==> src/rtl/mux_rr_arbiter_4.sv <==
// mux_rr_arbiter_4
// Round-robin arbiter that drives the en/sel inputs of a 4:1 enabled mux
// (mux_1_4_en_S4) so that exactly one of four requesters owns the mux at a
// time. Each grant lasts at most MAX_BURST consecutive cycles.
//
// Ports:
//   clk        rising-edge clock
//   rst        synchronous reset, active-high
//   req[3:0]   request vector, req[i]=1 means requester i wants the mux
//   en         mux enable (registered)
//   sel[1:0]   index of the current owner (registered, held while idle)
//   gnt[3:0]   one-hot grant, zero when en=0 (registered)
//   burst_cnt  cycles already used by the current owner in this grant, 0-based
//
// state | meaning
// IDLE  | no owner, en=0, gnt=0, sel holds its last value
// GRANT | owner is sel, en=1, gnt=one-hot(sel)

module mux_rr_arbiter_4 #(
  parameter int unsigned MAX_BURST = 4
) (
  input  logic       clk,
  input  logic       rst,
  input  logic [3:0] req,
  output logic       en,
  output logic [1:0] sel,
  output logic [3:0] gnt,
  output logic [3:0] burst_cnt
);

  typedef enum logic {
    IDLE  = 1'b0,
    GRANT = 1'b1
  } state_t;

  localparam logic [3:0] LP_CNT_LAST = 4'(MAX_BURST - 1);

  state_t     r_state;
  state_t     w_state_nxt;
  logic [1:0] r_sel;
  logic [1:0] r_last;
  logic [3:0] r_cnt;
  logic [3:0] r_gnt;

  logic [1:0] w_sel_nxt;
  logic [1:0] w_last_nxt;
  logic [3:0] w_cnt_nxt;
  logic [3:0] w_gnt_nxt;
  logic       w_found;
  logic [1:0] w_win;
  logic       w_release;

  // Search starts at last+1 and wraps, so the previous owner is examined
  // last. On burst expiry that gives the owner lowest priority; on a dropped
  // request its req bit is already 0, so it cannot win.
  always_comb begin
    logic [1:0] idx;
    w_found = 1'b0;
    w_win   = r_last;
    idx     = r_last;
    for (int j = 1; j <= 4; j++) begin
      idx = r_last + 2'(j);
      if (!w_found && req[idx]) begin
        w_found = 1'b1;
        w_win   = idx;
      end
    end
  end

  assign w_release = !req[r_sel] || (r_cnt == LP_CNT_LAST);

  always_comb begin
    w_state_nxt = r_state;
    w_sel_nxt   = r_sel;
    w_last_nxt  = r_last;
    w_cnt_nxt   = r_cnt;
    case (r_state)
      IDLE: begin
        if (w_found) begin
          w_state_nxt = GRANT;
          w_sel_nxt   = w_win;
          w_last_nxt  = w_win;
          w_cnt_nxt   = 4'd0;
        end
      end
      GRANT: begin
        if (w_release) begin
          w_cnt_nxt = 4'd0;
          if (w_found) begin
            w_state_nxt = GRANT;
            w_sel_nxt   = w_win;
            w_last_nxt  = w_win;
          end else begin
            w_state_nxt = IDLE;
          end
        end else begin
          w_cnt_nxt = r_cnt + 4'd1;
        end
      end
      default: begin
        w_state_nxt = IDLE;
        w_cnt_nxt   = 4'd0;
      end
    endcase
    w_gnt_nxt = (w_state_nxt == GRANT) ? (4'b0001 << w_sel_nxt) : 4'b0000;
  end

  // last resets to 3 so that index 0 is first in the search order.
  always_ff @(posedge clk) begin
    if (rst) begin
      r_state <= IDLE;
      r_sel   <= 2'b00;
      r_last  <= 2'b11;
      r_cnt   <= 4'd0;
      r_gnt   <= 4'b0000;
    end else begin
      r_state <= w_state_nxt;
      r_sel   <= w_sel_nxt;
      r_last  <= w_last_nxt;
      r_cnt   <= w_cnt_nxt;
      r_gnt   <= w_gnt_nxt;
    end
  end

  assign en        = (r_state == GRANT);
  assign sel       = r_sel;
  assign gnt       = r_gnt;
  assign burst_cnt = r_cnt;

endmodule

==> config.mk <==
export PLATFORM = sky130hd
export DESIGN_NAME = mux_rr_arbiter_4
export DESIGN_NICKNAME = d
export VERILOG_FILES = /design/src/rtl/mux_rr_arbiter_4.sv
export SDC_FILE = /design/constraint.sdc
export NUM_CORES = 1
export LEC_CHECK = 0
export ABC_AREA = 1
export CORE_MARGIN = 2
export CORE_UTILIZATION = 48
export DETAILED_ROUTE_END_ITERATION = 7
export GPL_ROUTABILITY_DRIVEN = 0
export PLACE_DENSITY = 0.78
export SYNTH_ARGS = -nofsm -noshare
export SYNTH_HDL_FRONTEND = slang
export SYNTH_SLANG_ARGS = --single-unit
==> constraint.sdc <==
create_clock -name clk -period 1.9 [get_ports clk]
set_input_delay 0.57 -clock clk [delete_from_list [all_inputs] [get_ports clk]]
set_output_delay 0.57 -clock clk [all_outputs]
set_load 0.05 [all_outputs]
* After elaboration in Yosys (flattened, before gate mapping)
Cells that the tools add are included.
Storage, ports and cells: register bits 13, input bits 6, word-level logic and storage cells 59
Cells by class: $add $sub $neg 4, order comparisons 5, equality and inequality tests 3, shift-type cells 1, multiplexer cells 30, bitwise logic cells 2, reduce and logical (&&, ||, !) cells 9
Operator list (number):
- 2-to-1 mux 2 bit | 8
- less-than comparator 2 x 3 -> 1 bit, second input constant | 5
- 2-to-1 mux 1 bit | 11
- binary-select mux 1 bit (select 2 bit) | 5
- 2-to-1 mux 4 bit | 2
- one-hot mux 2 bit (2 select lines) | 2
- one-hot mux 4 bit (2 select lines) | 1
- adder 2 bit, second input constant | 2
- adder 4 x 1 -> 4 bit, second input constant | 1
- == test 4 x 2 -> 1 bit, second input constant | 1
- logical NOT 1 bit | 4
- left shift 1 x 2 -> 4 bit, first input constant | 1
- logical AND 1 bit | 3
- adder 2 x 1 -> 2 bit, second input constant | 1
- inequality test 2 x 1 -> 1 bit, second input constant | 1
- inequality test 2 bit, second input constant | 1
- NOT 1 bit | 2
- one-hot mux 1 bit (2 select lines) | 1
- OR reduction 2 bit | 1
- logical OR 1 bit | 1

* Logic depth before layout (Yosys ltp)
Gate-level depths: netlist (run 1).
depth in word-level cells 18, gate-level depth with buffers 14

* Worst setup path before layout (run 1)
OpenSTA, ideal clock, no wires.
path kind flip-flop to flip-flop, start register r_sel[0] (netlist: sel[0]), end register r_gnt[3] (netlist: gnt[3]), arrival time 1.560 ns, required time 1.781 ns, setup slack 0.221 ns, cell stages (with the launch flop) 12, buffers on the path 0, clock period less this slack 1.679 ns, cell sequence dfxtp_1 -> inv_1 -> nand2_1 -> o211ai_1 -> nand2_1 -> nand3_1 -> nand2_4 -> inv_2 -> nand2_4 -> nand2_1 -> nand2_1 -> nor2_1
Between the ends: longest elaborated chain between the ends 8
Ends and longest elaborated chain:
- start: declaration | RTL line 40 | logic [1:0] r_sel;
- start signal: assignment | RTL line 118 | r_sel <= w_sel_nxt;
- binary-select mux 1 bit (select 2 bit) | RTL line 70 | assign w_release = !req[r_sel] || (r_cnt == LP_CNT_LAST);
- 2-to-1 mux 1 bit (not written as such) | RTL line 70
- logical NOT 1 bit | RTL line 70
- logical OR 1 bit | RTL line 70
- 2-to-1 mux 1 bit | RTL line 87 | if (w_release) begin
- one-hot mux 1 bit (2 select lines) | RTL line 77 | case (r_state)
- NOT 1 bit (no source line)
- OR reduction 2 bit (no source line)
- end signal: assignment | RTL line 121 | r_gnt <= w_gnt_nxt;
- end: declaration | RTL line 43 | logic [3:0] r_gnt;
Several ways; a longest one is shown, not always the timed one. The select of a mux whose other input is x is not followed. A chain may end at the register's enable or synchronous reset.

* Worst setup path in the final report (run 1)
start register r_last[0], end register r_gnt[2] (netlist: gnt[2])
Between the ends: longest elaborated chain between the ends 18
Ends and longest elaborated chain:
- start: declaration | RTL line 41 | logic [1:0] r_last;
- start signal: assignment | RTL line 119 | r_last <= w_last_nxt;
- adder 2 x 1 -> 2 bit | RTL line 62 | idx = r_last + 2'(j);
- binary-select mux 1 bit (select 2 bit) | RTL line 63 | if (!w_found && req[idx]) begin
- 2-to-1 mux 1 bit (not written as such) | RTL line 63
- 2-to-1 mux 1 bit | RTL line 63
- logical NOT 1 bit | RTL line 63
- logical AND 1 bit | RTL line 63
- 2-to-1 mux 1 bit | RTL line 63
- logical NOT 1 bit | RTL line 63
- [... 2 more ...]
- logical NOT 1 bit | RTL line 63
- logical AND 1 bit | RTL line 63
- 2-to-1 mux 1 bit | RTL line 63
- 2-to-1 mux 1 bit | RTL line 79, 89
- 2-to-1 mux 1 bit | RTL line 87
- one-hot mux 1 bit (2 select lines) | RTL line 77
- NOT 1 bit (no source line)
- OR reduction 2 bit (no source line)
Several ways; a longest one is shown, not always the timed one. The select of a mux whose other input is x is not followed.

==> results.json, run 1 <==
{
  "timing.hold.ws_ps": 502,
  "layout-drive-gt1-share_pct": 29.9,
  "vias_per_cell": 5.18,
  "vias": 829,
  "root_buffer": "clkbuf_4",
  "multi_input_area_sq_um": 497,
  "wl_um": 1890,
  "clk_latency_ps": 270,
  "critPathSlowestCell": "dfxtp_1",
  "synth_edf_count": 0,
  "finClkSkew_ps": 3.40,
  "ys_ff_latch": 13,
  "std_cell_rows": 14,
  "r2r_setup_slack_ps": 150,
  "dpl.hpwl_um": 1420,
  "synth_warnings": 0,
  "antenna_found_initial": 0,
  "slew_headroom_pct": 81.3,
  "setup.worst_path.start_class": "register",
  "final_net_count": 152,
  "ctsHoldBuffers": 0,
  "timing.final.crit_share_pct": 91.8,
  "clk_pin_slew_ps": 80,
  "critPathMaxStageDelay_ps": 480,
  "core_area_sq_um": 1540,
  "grt_max_degree": 9,
  "dr.pass1.iters": 4,
  "finalHoldViolCount": 0,
  "use_met1_pct": 26.1,
  "regArea_sq_um": 260,
  "status": "completed",
  "ys_types": 23,
  "die_h_um": 44.8,
  "num-fill-cells": 144,
  "crit_required_ps": 2110,
  "worst-path-max-fanout": 7,
  "slew_viol_final": 0,
  "synth.most_common_cell": "nand2_1",
  "wire_per_inst_um": 11.8,
  "first_global_vias": 770,
  "min_delay_path_depth": 2,
  "portBuffers": 16,
  "synth_common_cells": "nand2_1 (38), nor2_1 (17), dfxtp_1 (13)",
  "fmax_ghz": 0.573,
  "synth.area.top_cells": "dfxtp_1 (33%), nand2_1 (18%), nor2_1 (8.0%), nand3_1 (5.6%), nand2_4 (4.2%)",
  "drv_cap": 0,
  "grt_overflow": 0,
  "h-tree-depth": 1,
  "worstReg2RegStart": "r_last[0]",
  "hold_class": "reg2reg",
  "setup_viol": 0,
  "cts_buffer_depth": 2,
  "ir_worst_vdd_v": 0.00107,
  "numCtsBuffers": 3,
  "syn-num-nets": 125,
  "synth.largest_area_cell": "dfxtp_1",
  "rr_endpoint": "gnt[2]",
  "die_w_um": 44.8,
  "worstPathArrival_ps": 1960,
  "grt_pass1_wl_um": 2960,
  "synth_flop_cell": "dfxtp_1",
  "rsz0062_at_grt": "no",
  "power_density_nw_per_um2": 1700,
  "dieArea_sq_um": 2010,
  "synthCells": 118,
  "finalPower_mw": 1.77,
  "start_util_pct": 51.8,
  "leakagePower_nw": 0.583,
  "async_flop_share_pct": 0,
  "area_growth_pct": 30.6,
  "worstSetupPathType": "reg2reg",
  "hold_end": "burst_cnt[1]",
  "drt-initial-drc-count": 26,
  "synth_area_per_cell_sq_um": 6.76,
  "drc": 0,
  "cts.sinks": 13,
  "synthesis.area_sq_um": 798,
  "cp_common_cell": "nand2_1",
  "worst_pin_slew_ps": 281,
  "min_from": "burst_cnt[1]",
  "globalRouteMet3Util_pct": 3.60,
  "worstPathCellList": "buf_4, nand2_1, nand2_1, nand2_2, nand2_4, inv_2, nand3_1, nand3_1, nand2_2, nand2_4, nand2_1, nand2_1, nor2_1",
  "cts_tree": "done",
  "antenna_cells": 0,
  "seq_area_frac_synth_pct": 32.6,
  "period_minus_slack_ps": 1750,
  "met2_usage_pct": 32.8,
  "rr_worst_depth": 13,
  "grt_busiest_layer": "met2",
  "grtUsageTotal_pct": 19.9,
  "ioPinCount": 17,
  "ant_nets": 0,
  "synth_top_area_share_pct": 32.6,
  "cp-end-kind": "register"
}
## routing by layer
| metal | part of all wire, % | wire length [um] |
|---|---|---|
| met2 | 50 | 950 |
| met1 | 45 | 859 |
| met3 | 4.3 | 81 |
| met4 | 0 | 0 |
| met5 | 0 | 0 |
## timing repair
item                                    CTS  global route
setup buffers                             0             2
resized for setup                         0             9
endpoints found under the setup margin    0            11
## metrics by stage
step	setup TNS, ps	setup slack, ps	cell area, sq um	utilization [%]	std cells
2_1_floorplan	0	221	798	-	118
3_3_place_gp	-2260	-282	977	63.4	154
3_5_place_dp	-2420	-272	977	63.4	154
4_1_cts	0	20.9	1000	65.1	158
5_1_grt	0	6.18	1040	67.6	160
6_report	0	155	1040	67.6	160
## cells by family (layout without fill, tap and decap cells)
group / after synthesis / in the layout / share of synthesized area, %
simple gates: 78 / 78 / 47.6
flops: 13 / 13 / 32.6
compound gates: 12 / 12 / 9.09
buf+inv: 12 / 38 / 6.90
xor+xnor: 2 / 2 / 2.19
fa+ha+maj: 1 / 1 / 1.57
## worst max-delay path: cells and delay by family, from the launching register on
kind                   cells  cell delay [ps]
buffers and inverters      2              240
flip-flops                 1              480
AND/OR/NAND/NOR           11              970
## registers in the layout (all words and copies together) (netlist names)
name	count
en	1
r_last	2
gnt	4
burst_cnt	4
sel	2
## report_power, final
| part | total, mW | leakage, nW | internal (mW) | switching [mW] |
|---|---|---|---|---|
| Clock | 0.168 | 0.0150 | 0.0814 | 0.0861 |
| Sequential | 0.412 | 0.107 | 0.341 | 0.0710 |
| Combinational | 1.19 | 0.461 | 0.423 | 0.770 |
## how the worst max path moves through the flow
stage / from / endpoint / cells past startpoint / slack (ps)
2_1_floorplan: sel[0] / gnt[3] / 11 / 220
3_3_place_gp: req[0] / gnt[1] / 10 / -280
3_5_place_dp: req[0] / gnt[3] / 10 / -270
4_1_cts: req[0] / gnt[1] / 10 / 20
5_1_grt: r_last[0] / gnt[3] / 13 / 6
6_report: r_last[0] / gnt[2] / 13 / 150
## placed cells by master (no fill, tap or decap), types with 4 or more instances in the layout
master	netlist	routed
a21oi_1	5	5
inv_1	7	7
nand2_2	4	7
nand3_1	9	9
buf_4	0	18
nand2_1	38	35
nor2_1	17	16
dfxtp_1	13	13
dlymetal6s2s_1	0	4
## area by class of cell
class	instances	share of cell area, %
Timing Repair Buffer	23	18.7
Sequential cell	13	25.0
Inverter	11	4.20
Clock buffer	4	2.52
Tap cell	16	1.92
Multi-Input combinational cell	93	47.7
Note: power is estimated with default switching activity, not from simulation.
==> inputs of run 2 (changes only) <==
Settings changed: CORE_MARGIN 2 to not set.
==> run 2 against run 1 <==
Sequential cell count is the same. Worst setup slack gained 33 ps. Via count shrank 0.48%. Non-clock buffer count shrank 2. Clock-buffer cell count is the same. Critical path type unchanged.
==> results.json, run 2 (synthesis gave the netlist of run 1 again) <==
{
  "status": "completed",
  "worstPathArrival_ps": 1930,
  "dieArea_sq_um": 1830,
  "crit_required_ps": 2120,
  "drc": 0,
  "finClkSkew_ps": 3.03,
  "num-fill-cells": 129,
  "seqPwrFrac_pct": 23.5,
  "wl_met1_um": 907,
  "slew_headroom_pct": 80.6,
  "p_sw_share_pct": 53.3,
  "p_sw_mw": 0.934,
  "drt-initial-drc-count": 16,
  "period_minus_slack_ps": 1710,
  "die_w_um": 42.8,
  "h-tree-depth": 1,
  "std_cell_rows": 14,
  "grtUsageTotal_pct": 21.7,
  "finalHoldViolCount": 0,
  "drv_cap": 0,
  "route.met3.wl_um": 74,
  "dr.pass1.iters": 4,
  "portBuffers": 16,
  "grt_max_degree": 9,
  "ir_worst_vdd_v": 0.00106,
  "die_h_um": 42.8,
  "regArea_sq_um": 260,
  "worstSetupPathType": "reg2reg",
  "grt_overflow": 0,
  "wl_um": 1900,
  "layout-drive-gt1-share_pct": 28.9,
  "dpl.hpwl_um": 1430,
  "vias": 825,
  "timing.final.crit_share_pct": 90.1,
  "comb_power_share_pct": 66.5,
  "final_net_count": 150,
  "internal_power_mw": 0.820,
  "ctsHoldBuffers": 0,
  "setup_viol": 0,
  "wire_per_inst_um": 12.0,
  "first_global_vias": 766,
  "antenna_found_initial": 0,
  "worst_pin_slew_ps": 291,
  "topRoutingLayerUsed": "met3",
  "clkPwrFrac_pct": 10.0,
  "layout_commonest_cell": "nand2_1",
  "numCtsBuffers": 3,
  "clk_pin_slew_ps": 80,
  "worst-path-max-fanout": 7,
  "area_growth_pct": 29.0,
  "vias_per_cell": 5.22,
  "final_cell_mix": "nand2_1 (36), nor2_1 (16), buf_4 (16)",
  "power_density_nw_per_um2": 1700,
  "grt_pass1_wl_um": 3060,
  "slew_viol_final": 0,
  "setup.worst_path.start_class": "register",
  "timing.hold.ws_ps": 509,
  "ant_nets": 0,
  "cts_buffer_depth": 2,
  "rsz0062_at_grt": "no",
  "wl_met2_um": 920,
  "start_util_pct": 52.4,
  "clk_latency_ps": 270,
  "cp-end-kind": "register",
  "finalPower_mw": 1.75,
  "multi_input_area_sq_um": 499,
  "cts.sinks": 13,
  "ioPinCount": 17,
  "cts_tree": "done",
  "hold_class": "reg2reg",
  "leakagePower_nw": 0.575,
  "root_buffer": "clkbuf_4",
  "fmax_ghz": 0.584,
  "core_area_sq_um": 1520,
  "antenna_cells": 0
}
## run 2: final cells by class
cell class / instances / share of cell area, %
multi-input combinational: 93 / 48.5
timing repair buffer: 21 / 17.5
clock buffer: 4 / 2.55
sequential: 13 / 25.3
inverter: 11 / 4.25
tap: 16 / 1.94
## run 2: critical path, cell delays in order (launching register included)
cell and delay (ps):
dfxtp_1 490, buf_4 190, nand2_1 50, nand2_1 130
nand2_2 80, nand2_4 100, inv_2 50, nand3_1 90
nand3_1 100, nand2_2 100, nand2_4 60, nand2_1 60
nand2_1 60, nor2_1 80
## run 2: power groups by stage
stage	Sequential, mW	Clock [mW]	Combinational, mW
global placement	0.416	0	1.08
finish	0.413	0.175	1.17
floorplan	0.547	0	0.728
CTS	0.410	0.173	1.11
detailed placement	0.416	0	1.10
global route	0.420	0.186	1.27
## run 2: layer usage
metal	GRT usage, %	vias up
met3	4.26	0
met4	6.88	0
met5	0	-
li1	-	420
met2	37.0	19
met1	27.2	386
## run 2: metrics by stage
stage | cells | TNS [ps] | setup WS, ps | utilization (%) | instance area (sq um)
global route | 158 | 0 | 28.4 | 67.6 | 1030
floorplan | 118 | 0 | 221 | - | 798
detailed placement | 153 | -2810 | -320 | 63.6 | 970
CTS | 157 | 0 | 18.9 | 65.8 | 1000
global placement | 153 | -2290 | -275 | 63.6 | 970
finish | 158 | 0 | 188 | 67.6 | 1030
## run 2: final timing paths
check,start,endpoint,slack [ps],cells past startpoint
max,r_last[0],gnt[2],190,13
max reg2reg,r_last[0],gnt[2],190,13
min reg2reg,burst_cnt[1],burst_cnt[1],510,2
min,burst_cnt[1],burst_cnt[1],510,2
## run 2: timing repair
| item | 4_1_cts | 5_1_grt |
|---|---|---|
| pin swaps | 0 | 3 |
| gates resized for setup | 2 | 7 |
| buffers inserted | 0 | 1 |
| endpoints found under the setup margin | 3 | 10 |
==> inputs of run 3 (changes only) <==
Settings changed: GPL_ROUTABILITY_DRIVEN 0 to not set.
==> results of run 3 <==
The final DEF is identical to that of run 2; final timing and power are the same.
